`src/rtl/rw_access_ctrl.sv`:
```
// Arbiter for one shared port between a write and a read requester.
// Under contention each side gets at most BURST_MAX consecutive grant cycles.
module rw_access_ctrl #(
    parameter int BURST_MAX = 4,
    parameter int LIMIT     = 14
) (
    input  logic       clk,
    input  logic       rst_n,
    input  logic       wr_req,
    input  logic       rd_req,
    input  logic       clr_cnt,
    output logic       wr_en,
    output logic       rd_en,
    output logic       valid,
    output logic [7:0] conflict_cnt,
    output logic       limit_hit
);

    localparam logic [3:0] BURST_MAX_C = 4'(BURST_MAX);
    localparam logic [7:0] LIMIT_C     = 8'(LIMIT);

    typedef enum logic [1:0] {
        IDLE  = 2'd0,
        WRITE = 2'd1,
        READ  = 2'd2
    } state_e;

    state_e     state_q, state_d;
    logic       last_grant_q, last_grant_d;
    logic [3:0] run_cnt_q, run_cnt_d;
    logic [7:0] conflict_cnt_q, conflict_cnt_d;
    logic       wr_en_q, rd_en_q, valid_q;

    // Next-state selection; on contention from IDLE the side not served last wins.
    always_comb begin
        state_d = state_q;
        case (state_q)
            IDLE: begin
                if (wr_req && rd_req) begin
                    state_d = last_grant_q ? WRITE : READ;
                end else if (wr_req) begin
                    state_d = WRITE;
                end else if (rd_req) begin
                    state_d = READ;
                end else begin
                    state_d = IDLE;
                end
            end
            WRITE: begin
                if (wr_req && (!rd_req || (run_cnt_q < BURST_MAX_C))) begin
                    state_d = WRITE;
                end else if (rd_req) begin
                    state_d = READ;
                end else begin
                    state_d = IDLE;
                end
            end
            READ: begin
                if (rd_req && (!wr_req || (run_cnt_q < BURST_MAX_C))) begin
                    state_d = READ;
                end else if (wr_req) begin
                    state_d = WRITE;
                end else begin
                    state_d = IDLE;
                end
            end
            default: state_d = IDLE;
        endcase
    end

    // Burst length and last-served side bookkeeping, driven by the upcoming state.
    always_comb begin
        run_cnt_d    = run_cnt_q;
        last_grant_d = last_grant_q;
        if (state_d == IDLE) begin
            run_cnt_d = 4'd0;
        end else if (state_d != state_q) begin
            run_cnt_d    = 4'd1;
            last_grant_d = (state_d == READ);
        end else if (run_cnt_q != 4'd15) begin
            run_cnt_d = run_cnt_q + 4'd1;
        end else begin
            run_cnt_d = run_cnt_q;
        end
    end

    // Saturating conflict counter; clear wins over a simultaneous conflict.
    always_comb begin
        conflict_cnt_d = conflict_cnt_q;
        if (clr_cnt) begin
            conflict_cnt_d = 8'd0;
        end else if (wr_req && rd_req && (conflict_cnt_q != 8'd255)) begin
            conflict_cnt_d = conflict_cnt_q + 8'd1;
        end else begin
            conflict_cnt_d = conflict_cnt_q;
        end
    end

    // State and registered strobes; strobes decode the next state so they align with it.
    always_ff @(posedge clk or negedge rst_n) begin
        if (!rst_n) begin
            state_q        <= IDLE;
            last_grant_q   <= 1'b1;
            run_cnt_q      <= 4'd0;
            conflict_cnt_q <= 8'd0;
            wr_en_q        <= 1'b0;
            rd_en_q        <= 1'b0;
            valid_q        <= 1'b0;
        end else begin
            state_q        <= state_d;
            last_grant_q   <= last_grant_d;
            run_cnt_q      <= run_cnt_d;
            conflict_cnt_q <= conflict_cnt_d;
            wr_en_q        <= (state_d == WRITE);
            rd_en_q        <= (state_d == READ);
            valid_q        <= (state_d != IDLE);
        end
    end

    assign wr_en        = wr_en_q;
    assign rd_en        = rd_en_q;
    assign valid        = valid_q;
    assign conflict_cnt = conflict_cnt_q;
    assign limit_hit    = (conflict_cnt_q >= LIMIT_C);

endmodule

```
`config.mk`:
```
export PLATFORM = sky130hd
export DESIGN_NAME = rw_access_ctrl
export DESIGN_NICKNAME = d
export VERILOG_FILES = /design/src/rtl/rw_access_ctrl.sv
export SDC_FILE = /design/constraint.sdc
export NUM_CORES = 1
export LEC_CHECK = 0
export CAP_MARGIN = 10
export CORE_UTILIZATION = 34
export CTS_CLUSTER_DIAMETER = 30
export CTS_CLUSTER_SIZE = 10
export DETAILED_ROUTE_END_ITERATION = 12
export HOLD_SLACK_MARGIN = 0.12
export PLACE_DENSITY = 0.65
export SYNTH_ARGS = -nofsm -noshare
export SYNTH_HDL_FRONTEND = slang
export SYNTH_SLANG_ARGS = --single-unit
```
`constraint.sdc`:
```
create_clock -name clk -period 1.9 [get_ports clk]
set_input_delay 0.38 -clock clk [delete_from_list [all_inputs] [get_ports clk]]
set_output_delay 0.38 -clock clk [all_outputs]
set_load 0.005 [all_outputs]
```
# [Word level (Yosys, flattened, before mapping)]
# Cells that the tools add are included.
[classes] addsub=2 n_lt_le_gt_ge=2 eq_ne=7 muxes=13 bitwise_logic=1 reduce_logical=14
[op_table] op="$mux W8" n=2
[op_table] op="$mux W2" n=6
[op_table] op="$mux W4" n=3
[op_table] op="$add A8 B1 Y8 const B" n=1
[op_table] op="$ge A8 B4 Y1 const B" n=1
[op_table] op="$ne A8 B8 Y1 const B" n=1
[op_table] op="$pmux W2 S3" n=1
[op_table] op="$add A4 B1 Y4 const B" n=1
[op_table] op="$eq A2 B1 Y1 const B" n=2
[op_table] op="$eq A2 B2 Y1 const B" n=2
[op_table] op="$logic_and A1 B1 Y1" n=4
[op_table] op="$logic_not A2 Y1" n=2
[op_table] op="$lt A4 B3 Y1 const B" n=1
[op_table] op="$ne A4 B4 Y1 const B" n=1
[op_table] op="$reduce_bool A2 Y1" n=2
[op_table] op="$reduce_bool A3 Y1" n=1
[op_table] op="$logic_not A1 Y1" n=2
[op_table] op="$logic_or A1 B1 Y1" n=2
[op_table] op="$ne A2 B2 Y1" n=1
[op_table] op="$reduce_and A2 Y1" n=1
[op_table] op="$mux W1" n=1
[op_table] op="$not A1 Y1" n=1
[totals] ff_bits=18 inputBits=5 output_inout_bits=12 word_cells=46

# [Logic depth before layout (Yosys ltp)]
# Gate-level depths: netlist (run 1).
[logic_depth] ltp_word=8 depth_mapped=5 depth_no_buf=5

# [Least setup slack after synthesis (run 1)]
# OpenSTA, ideal clock, no wires.
[synth_path] kind="register to register" start="register conflict_cnt_q[0] (netlist: conflict_cnt[0])" end="register conflict_cnt_q[3] (netlist: conflict_cnt[3])" setup_ns=0.127 arrival_time_ns=1.441 t_required_ns=1.773 setup_slack_ns=0.332 stages_incl_launch_ff=6 n_path_buf=0 period_less_slack_ns=1.568 path_cell_list="dfrtp_1 ha_1 and3_1 a21oi_2 nand4_1 mux2_1"
[synth_via] elab_chain_len=3 elab_cells_between_ends=6 cone_classes="add/sub: 1; eq/ne: 1; mux: 2; reduce/logical: 2"
[synth_rtl] element="start: declaration" line="31" text="logic [7:0] conflict_cnt_q, conflict_cnt_d;"
[synth_rtl] element="start signal: assignment" line="113" text="conflict_cnt_q <= conflict_cnt_d;"
[synth_rtl] element="$add A8 B1 Y8 or $ne A8 B8 Y1 (tied branches)" line="93, 92"
[synth_rtl] element="$mux W8 or $logic_and A1 B1 Y1 (tied branches)" line="92" text="end else if (wr_req && rd_req && (conflict_cnt_q != 8'd255)) begin"
[synth_rtl] element="$mux W8 or $reduce_bool A2 Y1 (tied branches)"
# Several ways; a longest one is shown, not always the timed one. The select of a mux whose other input is x is not followed.
# A chain may end at the register's enable or synchronous reset.

# [Final worst setup path (run 1)]
[layout_path] start="register conflict_cnt_q[4] (netlist: conflict_cnt[4])" end="output port limit_hit"
[layout_via] elab_chain_len=1
[layout_rtl] element="$ge A8 B4 Y1" line="124" text="assign limit_hit = (conflict_cnt_q >= LIMIT_C);"
[layout_rtl] element="end: declaration" line="16" text="output logic limit_hit"
# No other way between the ends.

==> results.py, run 1 <==
metrics = {
    "power": {
        "cellPowerDensity_nw_per_um2": 661,
        "p_leak_nw": 0.562,
        "power_uw": 865,
        "peakVddDrop_mv": 0.472,
    },
    "clock_network": {
        "clk_pin_slew_ns": 0.11,
        "cts_sinks": 18,
        "htree_levels": 1,
        "clock_latency_ns": 0.29,
        "cts_tree": "done",
        "cts_hold_buf": 0,
        "cts_made_buffers": 3,
        "root_buffer": "clkbuf_4",
        "cts_buffer_depth": 2,
    },
    "global_routing": {
        "grt_pass1_vias": 943,
        "grt_max_degree": 13,
        "met2_usage": 0.282,
        "grt_overflow": 0,
        "grt_pass1_wl_um": 4060,
        "grt_use_total": 0.164,
        "grt-busiest-layer": "met2",
        "grt_antenna_before_repair": 0,
        "grt_use_met1": 0.186,
        "met3_usage": 0.0349,
    },
    "hold_path": {
        "hold_class": "primary input to asynchronous set/reset pin",
    },
    "run_status": {
        "outcome": "finished clean",
    },
    "finish": {
        "antennaDiodeCount": 0,
        "drive_above_1_share": 0.179,
        "stdcell_area_sq_um": 1310,
        "layoutNonFillerInstCount": 165,
        "final_cell_mix": "dfrtp_1, clkdlybuf4s50_1, buf_4",
        "fillers": 279,
        "utilization": 0.470,
        "syn2layout_area_growth_pct": 30.8,
        "nets": 143,
    },
    "synthesis": {
        "ys_warn_count": 0,
        "async_flop_share": 1.00,
        "synth_top_area_frac": 0.426,
        "synth_nets": 114,
        "synthCells": 106,
        "synth.distinct_cells": 41,
        "yosys_most_used_dff": "dfrtp_1",
        "yosysTopAreaCell": "dfrtp_1",
        "synthTopCellsByArea": "dfrtp_1, nor2_1, ha_1",
        "synth_area_sq_um": 1000,
        "yosysSeqAreaShare": 0.452,
        "synth_seq_cells": 18,
        "synth_enable_flop_cells": 0,
        "syn_avg_cell_area_sq_um": 9.43,
    },
    "detailed_routing": {
        "drt-initial-drc-count": 13,
        "drc": 0,
        "dr.pass1.iters": 4,
        "wirelength_um": 2350,
        "via_per_inst": 5.65,
        "ant_nets": 0,
        "num_vias": 933,
        "wl_per_cell_um": 14.2,
    },
    "critical_path": {
        "worst-endpoint-required_ns": 1.52,
        "critPathKind": "flip-flop to primary output",
        "critPathMaxFanout": 2,
        "end_kind": "primary output",
        "r2r_cells": 6,
        "cp-start-kind": "flip-flop",
        "crit_arrival_ns": 1.37,
    },
    "sta": {
        "hold_ws_ns": 0.345,
        "fmax_mhz": 572,
        "fin_tns_setup_ns": 0,
        "rsz0062_at_grt": "no",
        "min_period_ns": 1.75,
        "setup_viol": 0,
        "slew_violations": 0,
        "timing.final.ws_setup_ns": 0.153,
        "slew_headroom": 0.764,
        "worstMarginPinSlew_ns": 0.353,
        "clock_skew_ns": 0.00249,
        "hold_viol_final": 0,
        "post-route-period-util": 0.920,
    },
    "floorplanning": {
        "start_util": 0.359,
        "io_pins": 17,
        "design.die.area_sq_um": 3160,
        "die_h_um": 56.2,
        "die_x_um": 56.2,
        "num_rows": 19,
        "core_sq_um": 2780,
    },
    "placement": {
        "pre_cts_ws_ns": -0.0973,
        "place_area_sq_um": 1250,
        "routabilityCongestion": 0.869,
        "portBuffers": 16,
        "dp_cells": 159,
        "post-dp-hpwl_um": 1800,
    },
    "job": {
        "cap_violations": 0,
    },
}
-- cells in the mapped netlist, types with 2 or more instances --
master    number
a211oi_1       2
nor2_1        11
xnor2_1        4
nand4_1        2
a41oi_1        2
o21a_1         2
and3_1         3
inv_1          6
nand3_1        4
a21oi_1        2
a31oi_1        2
a311oi_1       2
nor3b_1        2
dfrtp_1       17
buf_2          3
ha_1           3
nor3_1         4
nand2_1        9
o21ai_1        4
-- timing repair --
item,4_1_cts,5_1_grt
buffers inserted,2,0
resized for setup,4,0
endpoints found under the setup margin,1,0
-- registers in the layout, summed over array words and instances, names as in the netlist --
signal / flops
conflict_cnt: 8
last_grant_q: 1
rd_en: 1
state_q: 2
run_cnt_q: 4
wr_en: 1
valid: 1
-- cell type report --
type / count / area [sq um] / area share
multi-input combinational: 77 / 499 / 0.382
clock buffer: 4 / 36.3 / 0.0278
sequential: 18 / 454 / 0.347
timing repair buffer: 29 / 256 / 0.196
tap: 31 / 38.8 / 0.0297
inverter: 6 / 22.5 / 0.0172
-- power breakdown --
| part | switching, mW | internal, mW | total [mW] |
|---|---|---|---|
| Sequential | 0.0386 | 0.419 | 0.457 |
| Clock | 0.118 | 0.117 | 0.234 |
| Combinational | 0.0843 | 0.0889 | 0.173 |
| Total | 0.240 | 0.624 | 0.865 |
-- logic make-up (layout without fill, tap and decap cells) --
kind of cell    after synthesis  after routing  synth area share
flops                        18             18             0.452
fa+ha+maj                     3              3            0.0376
xor+xnor                      5              5            0.0438
compound gates               25             25             0.186
mux                           2              2            0.0213
buf+inv                      11             39            0.0488
simple gates                 42             42             0.210
-- per-layer routing --
layer	up-vias	part of all wire
met5	-	0
met4	0	0.021
met3	8	0.041
met2	30	0.51
met1	455	0.43
li1	440	-
-- critical path, stage by stage, from the launching register on --
cell,delay [ns]
dfrtp_2,0.42
nor4_1,0.27
o21ai_1,0.11
dlygate4sd2_1,0.27
-- path summary, 6_finish.rpt --
path                                  from              end  slack, ns
min                                  rst_n            rd_en       0.34
max                        conflict_cnt[4]        limit_hit       0.15
max in group asynchronous            rst_n  conflict_cnt[5]       1.07
min reg2reg                conflict_cnt[1]  conflict_cnt[1]       0.58
max reg2reg                conflict_cnt[0]  conflict_cnt[3]       0.25
min in group clk           conflict_cnt[1]  conflict_cnt[1]       0.58
Power figures use the tool's default switching activity.
==> run 2, diff against run 1 <==
--- a/config.mk
+++ b/config.mk
@@ -6,12 +6,12 @@
 export NUM_CORES = 1
 export LEC_CHECK = 0
 export CAP_MARGIN = 10
-export CORE_UTILIZATION = 34
+export CORE_UTILIZATION = 51
 export CTS_CLUSTER_DIAMETER = 30
 export CTS_CLUSTER_SIZE = 10
 export DETAILED_ROUTE_END_ITERATION = 12
 export HOLD_SLACK_MARGIN = 0.12
-export PLACE_DENSITY = 0.65
+export PLACE_DENSITY = 0.87
 export SYNTH_ARGS = -nofsm -noshare
 export SYNTH_HDL_FRONTEND = slang
 export SYNTH_SLANG_ARGS = --single-unit
==> run 2 against run 1 <==
Effect of this change: clock skew decreased by 0.0019 ns; cell area fell by 1.1%; sequential share of layout area increased by 0.47 points; register-to-register slack lost 0.02 ns; clock power grew 3%; combinational power barely moved; critical path depth unchanged; cell count fell by 4.2%.
==> results.py, run 2 (same netlist as run 1, synthesis figures left out) <==
metrics = {
    "run_status": {
        "outcome": "finished clean",
    },
    "critical_path": {
        "end_kind": "primary output",
        "crit_arrival_ns": 1.39,
        "critPathMaxFanout": 2,
        "critPathSlowestCell": "dfrtp_1",
        "critPathKind": "flip-flop to primary output",
        "worstPathCellList": "nor4_1 -> o21ai_0 -> dlygate4sd2_1",
        "cp-start-kind": "flip-flop",
        "worst-endpoint-required_ns": 1.52,
        "cp_slowest_stage_delay_ns": 0.41,
    },
    "clock_network": {
        "cts_sinks": 18,
        "clk_pin_slew_ns": 0.11,
        "root_buffer": "clkbuf_4",
        "cts_made_buffers": 3,
        "cts_tree": "done",
        "cts_buffer_depth": 2,
        "clock_latency_ns": 0.30,
        "htree_levels": 1,
    },
    "power": {
        "power_uw": 870,
        "cellPowerDensity_nw_per_um2": 672,
        "peakVddDrop_mv": 0.338,
        "p_leak_nw": 0.556,
    },
    "floorplanning": {
        "core_sq_um": 1780,
        "die_h_um": 46.3,
        "start_util": 0.561,
        "num_rows": 15,
        "design.die.area_sq_um": 2140,
        "die_x_um": 46.3,
        "io_pins": 17,
    },
    "global_routing": {
        "grt_max_degree": 13,
        "grt_pass1_wl_um": 3560,
        "grt_antenna_before_repair": 0,
        "grt_pass1_vias": 783,
        "grt_use_total": 0.239,
        "grt_overflow": 0,
    },
    "sta": {
        "setup_viol": 0,
        "slew_headroom": 0.680,
        "clock_skew_ns": 0.000627,
        "fmax_mhz": 566,
        "min_period_ns": 1.77,
        "worstMarginPinSlew_ns": 0.478,
        "rsz0062_at_grt": "no",
        "hold_viol_final": 0,
        "post-route-period-util": 0.929,
        "slew_violations": 0,
    },
    "detailed_routing": {
        "num_vias": 925,
        "drc": 0,
        "wirelength_um": 2240,
        "drt-initial-drc-count": 33,
        "via_per_inst": 5.85,
        "dr.pass1.iters": 4,
        "ant_nets": 0,
        "wl_per_cell_um": 14.2,
    },
    "finish": {
        "layoutNonFillerInstCount": 158,
        "utilization": 0.726,
        "final_cell_mix": "clkdlybuf4s50_1, dfrtp_1, buf_4",
        "final_common_cell": "clkdlybuf4s50_1",
        "multi_input_area_sq_um": 499,
        "drive_above_1_share": 0.180,
        "syn2layout_area_growth_pct": 29.4,
        "stdcell_area_sq_um": 1290,
        "antennaDiodeCount": 0,
        "largest_register_ff_count": 8,
        "fillers": 137,
        "nets": 142,
        "seq_area_sq_um": 455,
    },
    "hold_path": {
        "hold_class": "primary input to asynchronous set/reset pin",
    },
    "job": {
        "cap_violations": 0,
    },
    "placement": {
        "place_area_sq_um": 1220,
        "routabilityCongestion": 0.874,
        "portBuffers": 16,
        "dp_cells": 149,
        "post-dp-hpwl_um": 1600,
    },
}
==> run 2: changes by cell type in the layout (fill, tap and decap cells not counted) <==
cell,before,now
buf_4,13,12
dfrtp_1,15,14
o21ai_1,5,4
o21ai_0,0,1
dfrtp_2,2,3
==> run 2: repair_timing <==
| action | in CTS | in global routing |
|---|---|---|
| hold buffers | 0 | 0 |
| endpoints found under the setup margin | 1 | 1 |
| resized for setup | 3 | 1 |
| buffers inserted | 5 | 0 |
==> run 2: per-stage QoR <==
stage / setup TNS, ns / setup slack, ns / hold WS [ns]
detailed placement: -0.201 / -0.0581 / 0.579
finish: 0 / 0.134 / 0.395
floorplan: 0 / 0.332 / 0.0844
global placement: -0.0597 / -0.0203 / 0.552
CTS: 0 / 0.167 / 0.420
global route: 0 / 0.00217 / 0.426
==> run 2: power by group <==
part	switching, mW	internal, mW
Sequential	0.0381	0.419
Clock	0.124	0.117
Combinational	0.0824	0.0895
==> run 2: routing by layer <==
| metal | vias up | routed length (um) | GRT usage |
|---|---|---|---|
| met2 | 39 | 1110 | 0.372 |
| met5 | - | 0 | 0 |
| met1 | 442 | 987 | 0.336 |
| met4 | 0 | 27 | 0.0882 |
| li1 | 439 | - | - |
| met3 | 5 | 111 | 0.0353 |
==> run 2: cell type report <==
| class | count | area share |
|---|---|---|
| inverter | 6 | 0.0174 |
| clock buffer | 4 | 0.0280 |
| tap | 25 | 0.0242 |
| timing repair buffer | 28 | 0.192 |
| sequential | 18 | 0.352 |
| multi-input combinational | 77 | 0.386 |
==> run 2: worst paths after layout <==
| check | start | end | slack, ns | cells after the start |
|---|---|---|---|---|
| worst max-delay path | conflict_cnt[5] | limit_hit | 0.13 | 3 |
| worst min-delay path | rst_n | conflict_cnt[0] | 0.40 | 1 |
| worst max register to register | conflict_cnt[1] | conflict_cnt[3] | 0.23 | 6 |
| worst min register to register | last_grant_q | last_grant_q | 0.58 | 2 |
| max in group asynchronous | rst_n | conflict_cnt[6] | 0.99 | 2 |
| min in group clk | last_grant_q | last_grant_q | 0.58 | 2 |
==> run 2: critical path: cells and delay by family, from the launching register on <==
kind,cells,cell delay [ns]
buffers and inverters,1,0.28
DFF,1,0.41
and+or+nand+nor,1,0.28
AOI/OAI and AO/OA,1,0.12
==> patch 1: new RTL, config.mk and constraints of run 2 <==
Encoding of `state_e`: now one-hot (3 bits for 3 states).
--- a/src/rtl/rw_access_ctrl.sv
+++ b/src/rtl/rw_access_ctrl.sv
@@ -19,10 +19,10 @@
     localparam logic [3:0] BURST_MAX_C = 4'(BURST_MAX);
     localparam logic [7:0] LIMIT_C     = 8'(LIMIT);
 
-    typedef enum logic [1:0] {
-        IDLE  = 2'd0,
-        WRITE = 2'd1,
-        READ  = 2'd2
+    typedef enum logic [2:0] {
+        IDLE  = 3'b001,
+        WRITE = 3'b010,
+        READ  = 3'b100
     } state_e;
 
     state_e     state_q, state_d;
Formal check against the unedited RTL: no difference found for any inputs over 10 cycles, from zero or initial values and one cycle with rst_n low; not proved beyond that.
==> patch 1 against run 2 <==
  * Die area is 9.0% higher
  * Sequential cell count is 1 higher
  * Setup slack worse by 55 ps
  * Final area is 7.1% higher
  * Highest routed layer unchanged
  * Synthesized area is 9.4% higher
  * Wire length is 7.2% higher
  * Sequential share of layout area is 0.61 points lower
  * Largest cell class unchanged
Power is not compared: it rests on default switching activity, and its combinational part moved more than twofold at a synthesized area within 25%.
==> patch 1: results (changes against run 2) <==
Drt
  – Vias: 985 (was 925)
  – Highest routed layer: met4 (unchanged)
  – Drt pass-1 iters: 4 (unchanged)
  – WL met2: 1171 µm (was 1112 µm)
  – WL final: 2397 µm (was 2237 µm)
  – Met3 WL: 132 µm (was 111 µm)
  – Initial drt markers: 32 (was 33)
  – Wl on met1: 1050 µm (was 987 µm)

CTS
  – Clk buf depth: 2 (unchanged)
  – H-tree Lvls: 1 (unchanged)
  – Clock-pin slew of the registers on the worst-case setup and hold paths: 110 ps (about the same)
  – Number of buffers created by CTS: 3 (unchanged)
  – Clock Root Buffer: clkbuf_4 (unchanged)
  – Clk_lat worst skew: 300 ps (about the same)

Final layout
  – Fin nets: 150 (was 142)
  – Ant. Diodes: 0 (unchanged)
  – Max FFs per register: 8 (unchanged)
  – Layout cells sized above 1: 19.86% (was 18.05%)
  – FILL cells: 168 (was 137)

Outcome
  – Outcome: finished, final reports clean (unchanged)

Worst setup path
  – Worst Path Arrival: 1440 ps (was 1390 ps)
  – Crit path max fanout: 7 (was 2)

Place
  – Placed cell areas: 0.001358 mm² (was 0.001217 mm²)
  – GP Congestion: 0.8938 (was 0.8742)
  – HPWL Detailed: 1820 µm (was 1605 µm)
  – Port Buffers: 16 (unchanged)

Yosys
  – Synth cell types: 43 (was 41)
  – Mux cell area share after synthesis: 0.9153% (was 2.128%)
  – Asr flop ratio synth: 100.0% (unchanged)
  – Ranking of synthesized cells by area: dfrtp_1, dfstp_2, nor2_1 (was dfrtp_1, nor2_1, ha_1)
  – Most frequent cells after synthesis: dfrtp_1, nor2_1, o21ai_0, nand3_1, a21oi_1 (was dfrtp_1, nor2_1, nand2_1, inv_1)
  – Synth Area in Adders: 3.432% (was 3.755%)
  – Yosys warns: 0 (unchanged)
  – XOR/XNOR share of the synthesized area: 4.005% (was 4.380%)
  – Post-synthesis sequential area ratio: 43.71% (was 45.18%)
  – Synth Area in Compound Gates: 22.43% (was 18.65%)
  – Mapped Nets: 122 (was 114)

GRT
  – First-pass GRT wire length: 4160 µm (was 3560 µm)
  – Initial antenna violation count: 0 (unchanged)
  – Total Routing Usage GR: 23.49% (was 23.93%)
  – Largest net degree at the start of global routing: 20 (was 13)
  – Vias in the first global route: 918 (was 783)

Pwr
  – Leak: 0.5952 nW
  – Sw Share: roughly 36%
  – Peak supply drop: 0.8846 mV

STA
  – Layout Skew: 2.636 ps (was 0.6273 ps)
  – Worst slew margin: 76.70% (was 68.02%)

Hold path
  – Hold Path Class: primary input to asynchronous set/reset pin (unchanged)
[patch 1: power groups by stage]
stage	clock [W]	sequential, W	combinational [W]
floorplan	0	0.000570	0.000433
global placement	0	0.000644	0.000533
detailed placement	0	0.000648	0.000564
CTS	0.000217	0.000640	0.000564
global route	0.000234	0.000663	0.000623
finish	0.000210	0.000641	0.000556
[patch 1: worst max-delay path, stage by stage, from the launching register on]
cell	delay, ps
dfrtp_1	470
nor4_1	270
o21ai_0	120
dlygate4sd2_1	270
[patch 1: routing by layer]
layer	vias up	global-route usage (%)
met3	5	2.830
li1	475	-
met5	-	0
met4	0	9.804
met1	467	31.83
met2	38	38.26
[patch 1: worst paths after layout]
kind / startpoint / endpoint / slack (ps) / cells after the start
worst max-delay path: conflict_cnt[5] / limit_hit / 80 / 3
worst min-delay path: rst_n / conflict_cnt[0] / 380 / 2
worst max register to register: conflict_cnt[0] / conflict_cnt[5] / 240 / 6
worst min register to register: last_grant_q / last_grant_q / 580 / 2
max in group asynchronous: rst_n / state_q[0] / 1250 / 2
min in group clk: last_grant_q / last_grant_q / 580 / 2
[patch 1: logic make-up (layout without fill, tap and decap cells)]
kind of cell / after synthesis / after routing
AND/OR/NAND/NOR: 43 / 43
flip-flops: 19 / 19
AO/OA/AOI/OAI: 33 / 33
adder cells (fa/ha/maj): 3 / 3
multiplexers: 1 / 1
XOR/XNOR: 5 / 5
buffers and inverters: 10 / 37
[patch 1: per-stage QoR]
step | util, % | setup WS (ps) | instances | total power (W) | TNS, ps
floorplan | - | 368.6 | 114 | 0.001003 | 0
global placement | 68.50 | -86.11 | 164 | 0.001177 | -172.0
detailed placement | 68.50 | -117.1 | 164 | 0.001212 | -354.8
CTS | 69.89 | 72.19 | 168 | 0.001421 | 0
global route | 69.89 | 22.79 | 168 | 0.001520 | 0
finish | 69.89 | 79.50 | 168 | 0.001406 | 0
[patch 1: area by class of cell]
type	instances	area [µm²]	area share, %
multi-input combinational	85	573.1	41.37
clock inverter	1	5.005	0.3613
timing repair buffer	29	256.5	18.52
sequential	19	479.2	34.60
tap	27	33.78	2.439
clock buffer	3	22.52	1.626
inverter	4	15.01	1.084
[patch 1: timing repair]
item / CTS / global route
resized for setup: 2 / 0
buffers inserted: 0 / 0
endpoints found under the setup margin: 1 / 0
==> patch 2: new RTL, config.mk and constraints of run 2 <==
Made on the original files. Change the parameter `LIMIT` from 14 to 7.
--- a/src/rtl/rw_access_ctrl.sv
+++ b/src/rtl/rw_access_ctrl.sv
@@ -2,7 +2,7 @@
 // Under contention each side gets at most BURST_MAX consecutive grant cycles.
 module rw_access_ctrl #(
     parameter int BURST_MAX = 4,
-    parameter int LIMIT     = 14
+    parameter int LIMIT     = 7
 ) (
     input  logic       clk,
     input  logic       rst_n,
Formal check against the unedited RTL: not equivalent (Yosys sat finds a counterexample within 10 cycles, from zero or initial values and one cycle with rst_n low).
==> patch 2 against run 2 <==
  * Wire length decreased by 2.6%
  * Final cell count shrank 1.9%
  * Sequential power is 1% lower
  * Combinational power is 4% higher
  * Final area rose by 1.3%
  * Sequential cell count is the same
  * Setup slack got worse by 4.2 ps
  * Synthesized area rose by 3.9%
  * Power fell by 5.9%
  * Critical endpoint is now conflict_cnt[0]
  * Highest routed layer unchanged
==> patch 2: results (changes against run 2) <==
Final layout
  – Layout cells sized above 1: 17.69% (was 18.05%)
  – Ant. Diodes: 0 (unchanged)
  – FILL cells: 131 (was 137)
  – Post-Layout Cell Count: 155 (was 158)
  – Fin nets: 138 (was 142)
  – Max FFs per register: 8 (unchanged)

Pwr
  – Leak: 0.5803 nW (was 0.5559 nW)
  – Peak supply drop: 0.4126 mV (was 0.3380 mV)
  – Int Power: 0.0005883 W (was 0.0006254 W)

Outcome
  – Outcome: finished, final reports clean (unchanged)

Yosys
  – Ranking of synthesized cells by area: dfrtp_1, mux2i_1, nand3_1 (was dfrtp_1, nor2_1, ha_1)
  – Post-synthesis sequential area ratio: 43.49% (was 45.18%)
  – Yosys warns: 0 (unchanged)
  – Synth cell types: 38 (was 41)
  – Synthesized instance count: 105 (was 106)
  – Most frequent cells after synthesis: dfrtp_1, nor2_1, nand2_1, nand3_1, a21oi_1 (was dfrtp_1, nor2_1, nand2_1, inv_1)
  – Asr flop ratio synth: 100.0% (unchanged)

STA
  – Fin crit share: 93.16% (was 92.94%)
  – Worst slew margin: 75.24% (was 68.02%)
  – Layout Skew: 5.910 ps (was 0.6273 ps)
  – Final setup fails: 0 (unchanged)

Worst setup path
  – Crit path capture type: primary output (unchanged)
  – Reg2Reg Depth: 6 (unchanged)
  – FF-to-FF Start: conflict_cnt[1] (unchanged)
  – Crit path max fanout: 3 (was 2)
  – Flop2flop setup slack: 190 ps (was 230 ps)
  – Reg-to-reg critical path endpoint: conflict_cnt[5] (was conflict_cnt[3])
  – Crit path to: conflict_cnt[0] (was limit_hit)
  – Start point of the critical path: conflict_cnt[0] (was conflict_cnt[5])
  – Worst Path Arrival: 1390 ps (about the same)

Drt
  – Drt pass-1 iters: 4 (unchanged)
  – WL final: 2178 µm (was 2237 µm)
  – Vias: 895 (was 925)
  – Initial drt markers: 24 (was 33)

Hold path
  – Hold Path Class: primary input to asynchronous set/reset pin (unchanged)

Place
  – GP Congestion: 0.7971 (was 0.8742)
  – HPWL Detailed: 1556 µm (was 1605 µm)
  – Port Buffers: 16 (unchanged)
  – Placed Cells: 146 (was 149)

CTS
  – Clk buf depth: 2 (unchanged)
  – Clock-pin slew of the registers on the worst-case setup and hold paths: approximately 100 ps
  – H-tree Lvls: 1 (unchanged)
  – Clock Root Buffer: clkbuf_4 (unchanged)
  – Number of buffers created by CTS: 3 (unchanged)
  – Clk_lat worst skew: 280 ps (was 300 ps)

GRT
  – Vias in the first global route: 824 (was 783)
  – Largest net degree at the start of global routing: 19 (was 13)
  – Initial antenna violation count: 0 (unchanged)
  – First-pass GRT wire length: 3560 µm (unchanged)
  – Total Routing Usage GR: 22.84% (was 23.93%)
==> patch 2: metal layers <==
metal  share of wire [%]  vias to the layer above  GRT usage (%)
met5                   0                        -              0
met4                 1.4                        0          6.857
met3                 4.6                        6          5.000
met2                  49                       31          38.33
met1                  45                      425          29.54
li1                    -                      433              -
==> patch 2: final cells by class <==
| cell class | count | share of cell area [%] |
|---|---|---|
| Clock buffer | 4 | 2.006 |
| Sequential cell | 18 | 34.57 |
| Timing Repair Buffer | 27 | 18.72 |
| Multi-Input combinational cell | 76 | 40.88 |
| Inverter | 5 | 1.433 |
| Tap cell | 25 | 2.388 |
==> patch 2: cell families after synthesis <==
family	after synthesis	share of synthesized area [%]
and+or+nand+nor	37	18.80
DFF	18	43.49
muxes	4	3.856
adders and majority gates	2	2.409
AOI/OAI and AO/OA	30	23.74
xor gates and xnor gates	3	2.531
buffers and inverters	11	5.181
==> patch 2: worst min path at each step <==
| stage | startpoint | end | slack (ps) |
|---|---|---|---|
| 2_1_floorplan | rst_n | conflict_cnt[0] | 80 |
| 5_1_grt | rst_n | conflict_cnt[4] | 430 |
| 6_report | rst_n | conflict_cnt[4] | 410 |
| 3_5_place_dp | run_cnt_q[1] | run_cnt_q[1] | 590 |
| 4_1_cts | rst_n | conflict_cnt[4] | 410 |
| 3_3_place_gp | run_cnt_q[1] | run_cnt_q[1] | 560 |
==> patch 2: worst max-delay path, stage by stage (launching register included) <==
cell and delay, ps:
dfrtp_1 400, buf_4 140, buf_4 130, clkdlybuf4s50_1 440
==> patch 2: repair_timing <==
action,4_1_cts,5_1_grt
buffers inserted,3,2
setup endpoints to repair,1,1
pin swaps,1,0
hold buffers,0,0
resized for setup,1,2
==> patch 2: stage by stage <==
| stage | util (%) | total power (W) | hold WS [ps] | area [µm²] | worst slack [ps] |
|---|---|---|---|---|---|
| floorplan | - | 0.0005632 | 84.41 | 1039 | 328.3 |
| global placement | 68.11 | 0.0006189 | 562.7 | 1240 | 82.17 |
| detailed placement | 68.11 | 0.0006277 | 586.4 | 1240 | 23.54 |
| CTS | 70.93 | 0.0008213 | 410.0 | 1291 | 10.29 |
| global route | 71.96 | 0.0008730 | 430.2 | 1310 | 88.36 |
| finish | 71.96 | 0.0008186 | 406.3 | 1310 | 130.0 |
==> patch 2: power groups by stage <==
stage / combinational [W] / clock, W / sequential, W
3_5_place_dp: 0.000169 / 0 / 0.000459
3_3_place_gp: 0.000163 / 0 / 0.000456
4_1_cts: 0.000176 / 0.000196 / 0.000450
6_report: 0.000179 / 0.000189 / 0.000451
5_1_grt: 0.000202 / 0.000216 / 0.000455
2_1_floorplan: 0.000121 / 0 / 0.000442
